**src/rtl/skin_segment_streamer_pkg.sv**
```systemverilog
// Shared definitions for the skin segmentation front end: frame geometry defaults,
// FSM state encoding, default skin chroma bounds and the 3-input majority helper.
package skin_segment_streamer_pkg;

  localparam int unsigned DefaultImageWidth  = 120;
  localparam int unsigned DefaultImageHeight = 160;

  localparam logic [7:0] DefaultCbMin = 8'd77;
  localparam logic [7:0] DefaultCbMax = 8'd127;
  localparam logic [7:0] DefaultCrMin = 8'd133;
  localparam logic [7:0] DefaultCrMax = 8'd173;

  typedef enum logic [1:0] {
    StIdle  = 2'd0,
    StRun   = 2'd1,
    StFlush = 2'd2,
    StDone  = 2'd3
  } state_e;

  function automatic logic maj3(input logic a, input logic b, input logic c);
    return (a & b) | (a & c) | (b & c);
  endfunction

endpackage

```
**src/rtl/skin_segment_streamer_if.sv**
```systemverilog
// Pixel-in / object-image-out stream bundle. The master drives pixels and accepts
// object pixels; the slave (the streamer) does the reverse.
interface skin_segment_streamer_if;
  logic       pix_valid;
  logic       pix_ready;
  logic [7:0] pix_cb;
  logic [7:0] pix_cr;
  logic       obj_valid;
  logic       obj_ready;
  logic       object_image;
  logic [7:0] obj_row;
  logic [7:0] obj_col;
  logic       obj_sof;
  logic       obj_eol;

  modport master (
    output pix_valid, pix_cb, pix_cr, obj_ready,
    input  pix_ready, obj_valid, object_image, obj_row, obj_col, obj_sof, obj_eol
  );

  modport slave (
    input  pix_valid, pix_cb, pix_cr, obj_ready,
    output pix_ready, obj_valid, object_image, obj_row, obj_col, obj_sof, obj_eol
  );
endinterface

```
**src/rtl/skin_classify.sv**
```systemverilog
// Inclusive unsigned CbCr range compare; an inverted (min > max) pair never matches.
module skin_classify (
  input  logic [7:0] cb,
  input  logic [7:0] cr,
  input  logic [7:0] cb_min,
  input  logic [7:0] cb_max,
  input  logic [7:0] cr_min,
  input  logic [7:0] cr_max,
  output logic       skin
);

  assign skin = (cb >= cb_min) && (cb <= cb_max) && (cr >= cr_min) && (cr <= cr_max);

endmodule

```
**src/rtl/skin_segment_streamer.sv**
```systemverilog
// Skin segmentation front end: classifies raster CbCr pixels, cleans each row with a
// 3-tap majority filter and emits a row/col-tagged 1-bit object stream.
module skin_segment_streamer
  import skin_segment_streamer_pkg::*;
#(
  parameter int unsigned IMAGE_WIDTH  = DefaultImageWidth,
  parameter int unsigned IMAGE_HEIGHT = DefaultImageHeight,
  parameter bit          FILTER_EN    = 1'b1
) (
  input  logic                   clk,
  input  logic                   rst,
  input  logic                   start,
  input  logic [7:0]             cb_min,
  input  logic [7:0]             cb_max,
  input  logic [7:0]             cr_min,
  input  logic [7:0]             cr_max,
  output logic                   frame_done,
  skin_segment_streamer_if.slave strm
);

  localparam logic [7:0] LastCol = 8'(IMAGE_WIDTH - 1);
  localparam logic [7:0] LastRow = 8'(IMAGE_HEIGHT - 1);

  state_e     state_q, state_d;
  logic [7:0] row_q, row_d;
  logic [7:0] col_q, col_d;
  // win_a = class(col k-2), win_b = class(col k-1) relative to the next incoming col k.
  logic       win_a_q, win_a_d;
  logic       win_b_q, win_b_d;
  logic       obj_valid_q, obj_valid_d;
  logic       obj_bit_q, obj_bit_d;
  logic [7:0] obj_row_q, obj_row_d;
  logic [7:0] obj_col_q, obj_col_d;
  logic       obj_sof_q, obj_sof_d;
  logic       obj_eol_q, obj_eol_d;
  logic       frame_done_q, frame_done_d;

  logic pix_class;
  logic slot_free;
  logic pix_ready;
  logic pix_accept;
  logic obj_take;
  logic run_bit;
  logic flush_bit;

  skin_classify u_classify (
    .cb     (strm.pix_cb),
    .cr     (strm.pix_cr),
    .cb_min (cb_min),
    .cb_max (cb_max),
    .cr_min (cr_min),
    .cr_max (cr_max),
    .skin   (pix_class)
  );

  assign slot_free  = !obj_valid_q || strm.obj_ready;
  assign pix_ready  = (state_q == StRun) && slot_free;
  assign pix_accept = pix_ready && strm.pix_valid;
  assign obj_take   = obj_valid_q && strm.obj_ready;

  // win_a is cleared on col 0, so col 0's missing left neighbour reads as 0.
  assign run_bit   = FILTER_EN ? maj3(win_a_q, win_b_q, pix_class) : win_b_q;
  // After the last accept the window holds cols W-2, W-1; right neighbour is 0.
  assign flush_bit = FILTER_EN ? (win_a_q & win_b_q) : win_b_q;

  // Next-state: frame FSM, window shift and output slot load/release.
  always_comb begin
    state_d      = state_q;
    row_d        = row_q;
    col_d        = col_q;
    win_a_d      = win_a_q;
    win_b_d      = win_b_q;
    obj_valid_d  = obj_valid_q && !strm.obj_ready;
    obj_bit_d    = obj_bit_q;
    obj_row_d    = obj_row_q;
    obj_col_d    = obj_col_q;
    obj_sof_d    = obj_sof_q;
    obj_eol_d    = obj_eol_q;
    frame_done_d = 1'b0;

    unique case (state_q)
      StIdle: begin
        if (start) begin
          state_d = StRun;
          row_d   = 8'd0;
          col_d   = 8'd0;
        end
      end
      StRun: begin
        if (pix_accept) begin
          win_a_d = (col_q == 8'd0) ? 1'b0 : win_b_q;
          win_b_d = pix_class;
          if (col_q != 8'd0) begin
            obj_valid_d = 1'b1;
            obj_bit_d   = run_bit;
            obj_row_d   = row_q;
            obj_col_d   = col_q - 8'd1;
            obj_sof_d   = (row_q == 8'd0) && (col_q == 8'd1);
            obj_eol_d   = 1'b0;
          end
          if (col_q == LastCol) begin
            col_d   = 8'd0;
            state_d = StFlush;
          end else begin
            col_d = col_q + 8'd1;
          end
        end
      end
      StFlush: begin
        if (slot_free) begin
          obj_valid_d = 1'b1;
          obj_bit_d   = flush_bit;
          obj_row_d   = row_q;
          obj_col_d   = LastCol;
          obj_sof_d   = 1'b0;
          obj_eol_d   = 1'b1;
          if (row_q == LastRow) begin
            state_d = StDone;
          end else begin
            row_d   = row_q + 8'd1;
            col_d   = 8'd0;
            state_d = StRun;
          end
        end
      end
      StDone: begin
        if (obj_take) begin
          frame_done_d = 1'b1;
          state_d      = StIdle;
        end
      end
      default: state_d = StIdle;
    endcase
  end

  // State and output registers with synchronous reset.
  always_ff @(posedge clk) begin
    if (rst) begin
      state_q      <= StIdle;
      row_q        <= 8'd0;
      col_q        <= 8'd0;
      win_a_q      <= 1'b0;
      win_b_q      <= 1'b0;
      obj_valid_q  <= 1'b0;
      obj_bit_q    <= 1'b0;
      obj_row_q    <= 8'd0;
      obj_col_q    <= 8'd0;
      obj_sof_q    <= 1'b0;
      obj_eol_q    <= 1'b0;
      frame_done_q <= 1'b0;
    end else begin
      state_q      <= state_d;
      row_q        <= row_d;
      col_q        <= col_d;
      win_a_q      <= win_a_d;
      win_b_q      <= win_b_d;
      obj_valid_q  <= obj_valid_d;
      obj_bit_q    <= obj_bit_d;
      obj_row_q    <= obj_row_d;
      obj_col_q    <= obj_col_d;
      obj_sof_q    <= obj_sof_d;
      obj_eol_q    <= obj_eol_d;
      frame_done_q <= frame_done_d;
    end
  end

  assign strm.pix_ready    = pix_ready;
  assign strm.obj_valid    = obj_valid_q;
  assign strm.object_image = obj_bit_q;
  assign strm.obj_row      = obj_row_q;
  assign strm.obj_col      = obj_col_q;
  assign strm.obj_sof      = obj_sof_q;
  assign strm.obj_eol      = obj_eol_q;
  assign frame_done        = frame_done_q;

endmodule

```
**src/flat_wrapper.sv**
```systemverilog
// flat-port wrapper written by rule: the top's interface ports become plain ports
module skin_segment_streamer_flat import skin_segment_streamer_pkg::*;
#(
  parameter int unsigned IMAGE_WIDTH  = DefaultImageWidth,
  parameter int unsigned IMAGE_HEIGHT = DefaultImageHeight,
  parameter bit          FILTER_EN    = 1'b1
)
  (clk, rst, start, cb_min, cb_max, cr_min, cr_max, frame_done, strm_pix_valid, strm_pix_cb, strm_pix_cr, strm_obj_ready, strm_pix_ready, strm_obj_valid, strm_object_image, strm_obj_row, strm_obj_col, strm_obj_sof, strm_obj_eol);
  skin_segment_streamer_if strm_i ();
  input  logic clk;
  input  logic rst;
  input  logic start;
  input  logic [7:0] cb_min;
  input  logic [7:0] cb_max;
  input  logic [7:0] cr_min;
  input  logic [7:0] cr_max;
  output logic frame_done;
  input wire logic [$bits(strm_i.pix_valid)-1:0] strm_pix_valid;
  input wire logic [$bits(strm_i.pix_cb)-1:0] strm_pix_cb;
  input wire logic [$bits(strm_i.pix_cr)-1:0] strm_pix_cr;
  input wire logic [$bits(strm_i.obj_ready)-1:0] strm_obj_ready;
  output wire logic [$bits(strm_i.pix_ready)-1:0] strm_pix_ready;
  output wire logic [$bits(strm_i.obj_valid)-1:0] strm_obj_valid;
  output wire logic [$bits(strm_i.object_image)-1:0] strm_object_image;
  output wire logic [$bits(strm_i.obj_row)-1:0] strm_obj_row;
  output wire logic [$bits(strm_i.obj_col)-1:0] strm_obj_col;
  output wire logic [$bits(strm_i.obj_sof)-1:0] strm_obj_sof;
  output wire logic [$bits(strm_i.obj_eol)-1:0] strm_obj_eol;
  assign strm_i.pix_valid = strm_pix_valid;
  assign strm_i.pix_cb = strm_pix_cb;
  assign strm_i.pix_cr = strm_pix_cr;
  assign strm_i.obj_ready = strm_obj_ready;
  assign strm_pix_ready = strm_i.pix_ready;
  assign strm_obj_valid = strm_i.obj_valid;
  assign strm_object_image = strm_i.object_image;
  assign strm_obj_row = strm_i.obj_row;
  assign strm_obj_col = strm_i.obj_col;
  assign strm_obj_sof = strm_i.obj_sof;
  assign strm_obj_eol = strm_i.obj_eol;
  skin_segment_streamer #(.IMAGE_WIDTH(IMAGE_WIDTH), .IMAGE_HEIGHT(IMAGE_HEIGHT), .FILTER_EN(FILTER_EN)) u_core (.clk(clk), .rst(rst), .start(start), .cb_min(cb_min), .cb_max(cb_max), .cr_min(cr_min), .cr_max(cr_max), .frame_done(frame_done), .strm(strm_i));
endmodule
```
**config.mk**
```make
export PLATFORM = sky130hd
export DESIGN_NAME = skin_segment_streamer_flat
export DESIGN_NICKNAME = d
export VERILOG_FILES = /design/src/rtl/skin_segment_streamer_pkg.sv /design/src/rtl/skin_segment_streamer_if.sv /design/src/rtl/skin_classify.sv /design/src/rtl/skin_segment_streamer.sv /design/src/flat_wrapper.sv
export SDC_FILE = /design/constraint.sdc
export NUM_CORES = 1
export LEC_CHECK = 0
export ABC_AREA = 1
export CAP_MARGIN = 20
export CORE_MARGIN = 2
export CORE_UTILIZATION = 30
export CTS_CLUSTER_SIZE = 10
export DETAILED_ROUTE_END_ITERATION = 10
export PLACE_DENSITY = 0.63
export REMOVE_ABC_BUFFERS = 1
export SYNTH_ARGS = -nofsm -noshare
export SYNTH_HDL_FRONTEND = slang
export SYNTH_SLANG_ARGS = --single-unit
```
**constraint.sdc**
```tcl
create_clock -name clk -period 2.7 [get_ports clk]
set_input_delay 0.27 -clock clk [delete_from_list [all_inputs] [get_ports clk]]
set_output_delay 0.27 -clock clk [all_outputs]
set_load 0.02 [all_outputs]
```
==> out/metrics.yaml <==
cts_resized: 0
slew_violations: 0
portBuffers: 74
initial_utilization: 0.308
hold_class: "reg2reg"
post_cts_buffers: 0
whs_path_depth: 2
status: "finished clean"
htreeDepth: 2
peakVddDrop_uv: 314
startpoint_type: "flop"
fillers: 1013
max-cap-violations: 0
fin_worst_skew_ns: 0.0100
rows: 36
static-leakage-power_nw: 1.79
die_w_um: 104
drive_above_1_share: 0.0574
power_density_nw_per_um2: 736
grt_pass1_wl_mm: 13.2
slew-limit-headroom: 0.703
most-common-layout-cells: "nand2_1, inv_1, clkdlybuf4s50_1"
hp-start: "u_core.win_a_q$_SDFFE_PP0P_"
numCtsBuffers: 5
max-clock-path-buffers: 2
core_um2: 9730
critPathCaptureType: "output pin"
max_freq_mhz: 431
synthesis.area_um2: 3000
ios: 75
tightest_slew_ns: 0.442
min_period_ns: 2.32
cts_tree: "built"
nets: 617
drcViolationCount: 0
rsz0062_at_grt: "no"
chipHeight_um: 104
vias: 2973
wirelength_mm: 7.49
async_flop_share: 0
hold_ws_ns: 0.492
detail-route-antenna-nets: 0
critPathMaxFanout: 6
gp_congestion: 0.867
critPathKind: "reg2out"
first_global_vias: 2958
synthCells: 446
syn_area_per_cell_um2: 6.72
fin_crit_sh: 0.860
ys_seq_area_frac: 0.274
grt_max_degree: 27
ys_seq_elements: 41
antenna_found_initial: 0
synth-main-ff-cell: "dfxtp_1"
syn_to_final_growth_pct: 32.2
arrival_ns: 2.05
die-area_um2: 10800
viasPerCell: 4.53
setup_violations: 0
worst-endpoint-required_ns: 2.43
firstDrtPassIters: 4
first_iter_violations: 159
antennaDiodeCount: 0
dp.final_hpwl_mm: 6.01
final.setup.tns_ns: 0
overflow: 0
r2r_cells: 10
holdBufCountCts: 0
final_common_cell: "nand2_1"
cp-startpoint: "u_core.state_q[1]$_SDFFE_PP0P_"
cts_root_buf: "clkbuf_8"
routedWlPerCell_um: 11.4
cts_sinks: 41
grt_usage: 0.143
clk_latency_ns: 0.30
synth_warnings: 0
synth-edff-count: 0
synth.distinct_cells: 33
hold_viol: 0
rr_startpoint: "u_core.state_q[1]$_SDFFE_PP0P_"
path_clk_slew_ns: 0.08
[synth_stat cells, drive strengths merged (2+ instances only)]
| cell type | instances | share of area |
|---|---|---|
| nand2 | 87 | 0.11 |
| inv | 85 | 0.11 |
| nor2 | 53 | 0.071 |
| ha | 42 | 0.18 |
| dfxtp | 41 | 0.27 |
| a21oi | 40 | 0.067 |
| o21ai | 32 | 0.056 |
| nor3 | 17 | 0.035 |
| nand3 | 16 | 0.027 |
| nand4 | 7 | 0.015 |
| buf | 5 | 0.012 |
| xor2 | 5 | 0.015 |
| o21a | 4 | 0.010 |
| nor4 | 3 | 0.0063 |
| clkbuf | 2 | 0.0025 |
[worst max-delay path, cell delays in order, from the launching register on]
cell and delay, ns:
dfxtp_1 0.36, inv_1 0.09, ha_1 0.34, inv_2 0.15, nor2_1 0.17, clkdlybuf4s50_1 0.63
[final timing paths]
path | endpoint | slack (ns)
setup / recovery | strm_pix_ready | 0.38
hold / removal | u_core.win_a_q$_SDFFE_PP0P_ | 0.49
setup reg to reg | u_core.strm.obj_row[3]$_SDFFE_PP0P_ | 0.65
hold reg to reg | u_core.win_a_q$_SDFFE_PP0P_ | 0.49
[where the power goes]
group / internal (mW) / total (mW) / switching (mW)
clock network: 0.182 / 0.414 / 0.231
logic: 0.650 / 1.60 / 0.947
registers: 0.789 / 0.907 / 0.118
total: 1.62 / 2.92 / 1.30
[sequential cells by signal, indices dropped and copies added (netlist names)]
name and cells:
u_core.strm.obj_valid 1, u_core.col_q 8, u_core.strm.obj_sof 1, u_core.strm.obj_col 8
u_core.win_b_q 1, u_core.state_q 2, u_core.win_a_q 1, u_core.strm.obj_row 8
u_core.strm.obj_eol 1, u_core.row_q 8, u_core.frame_done 1, u_core.strm.object_image 1
[per-stage QoR]
stage | util | cell area, um^2 | cells | total power [mW] | setup slack, ns
after floorplan | - | 2960 | 439 | 1.89 | 0.793
after global placement | 0.399 | 3880 | 648 | 2.50 | 0.680
after detailed placement | 0.399 | 3880 | 648 | 2.52 | 0.664
after CTS | 0.408 | 3970 | 656 | 2.94 | 0.366
after global routing | 0.408 | 3970 | 656 | 3.17 | 0.267
final | 0.408 | 3970 | 656 | 2.92 | 0.378
[routing by layer]
metal / global-route usage / up-vias / wire length, um / part of all wire
li1: - / 1588 / - / -
met1: 0.185 / 1305 / 3580 / 0.48
met2: 0.246 / 70 / 3490 / 0.47
met3: 0.0257 / 10 / 313 / 0.042
met4: 0.0338 / 0 / 109 / 0.015
met5: 0 / - / 0 / 0
[cell families (layout without fill, tap and decap cells)]
| family | count (synthesis) | after routing | synth area share |
|---|---|---|---|
| and+or+nand+nor | 184 | 184 | 0.268 |
| buffers and inverters | 93 | 170 | 0.123 |
| AOI/OAI and AO/OA | 80 | 80 | 0.142 |
| adders and majority gates | 42 | 42 | 0.175 |
| DFF | 41 | 41 | 0.274 |
| xor gates and xnor gates | 6 | 6 | 0.0175 |
[area by class of cell]
cell class	instances	area [um^2]	area share
Clock buffer	6	72.6	0.0183
Clock inverter	2	15.0	0.00379
Inverter	86	327	0.0824
Multi-Input combinational cell	312	1810	0.456
Timing Repair Buffer	76	756	0.191
Tap cell	133	166	0.0420
Sequential cell	41	821	0.207
(Power assumes the default switching activity.)
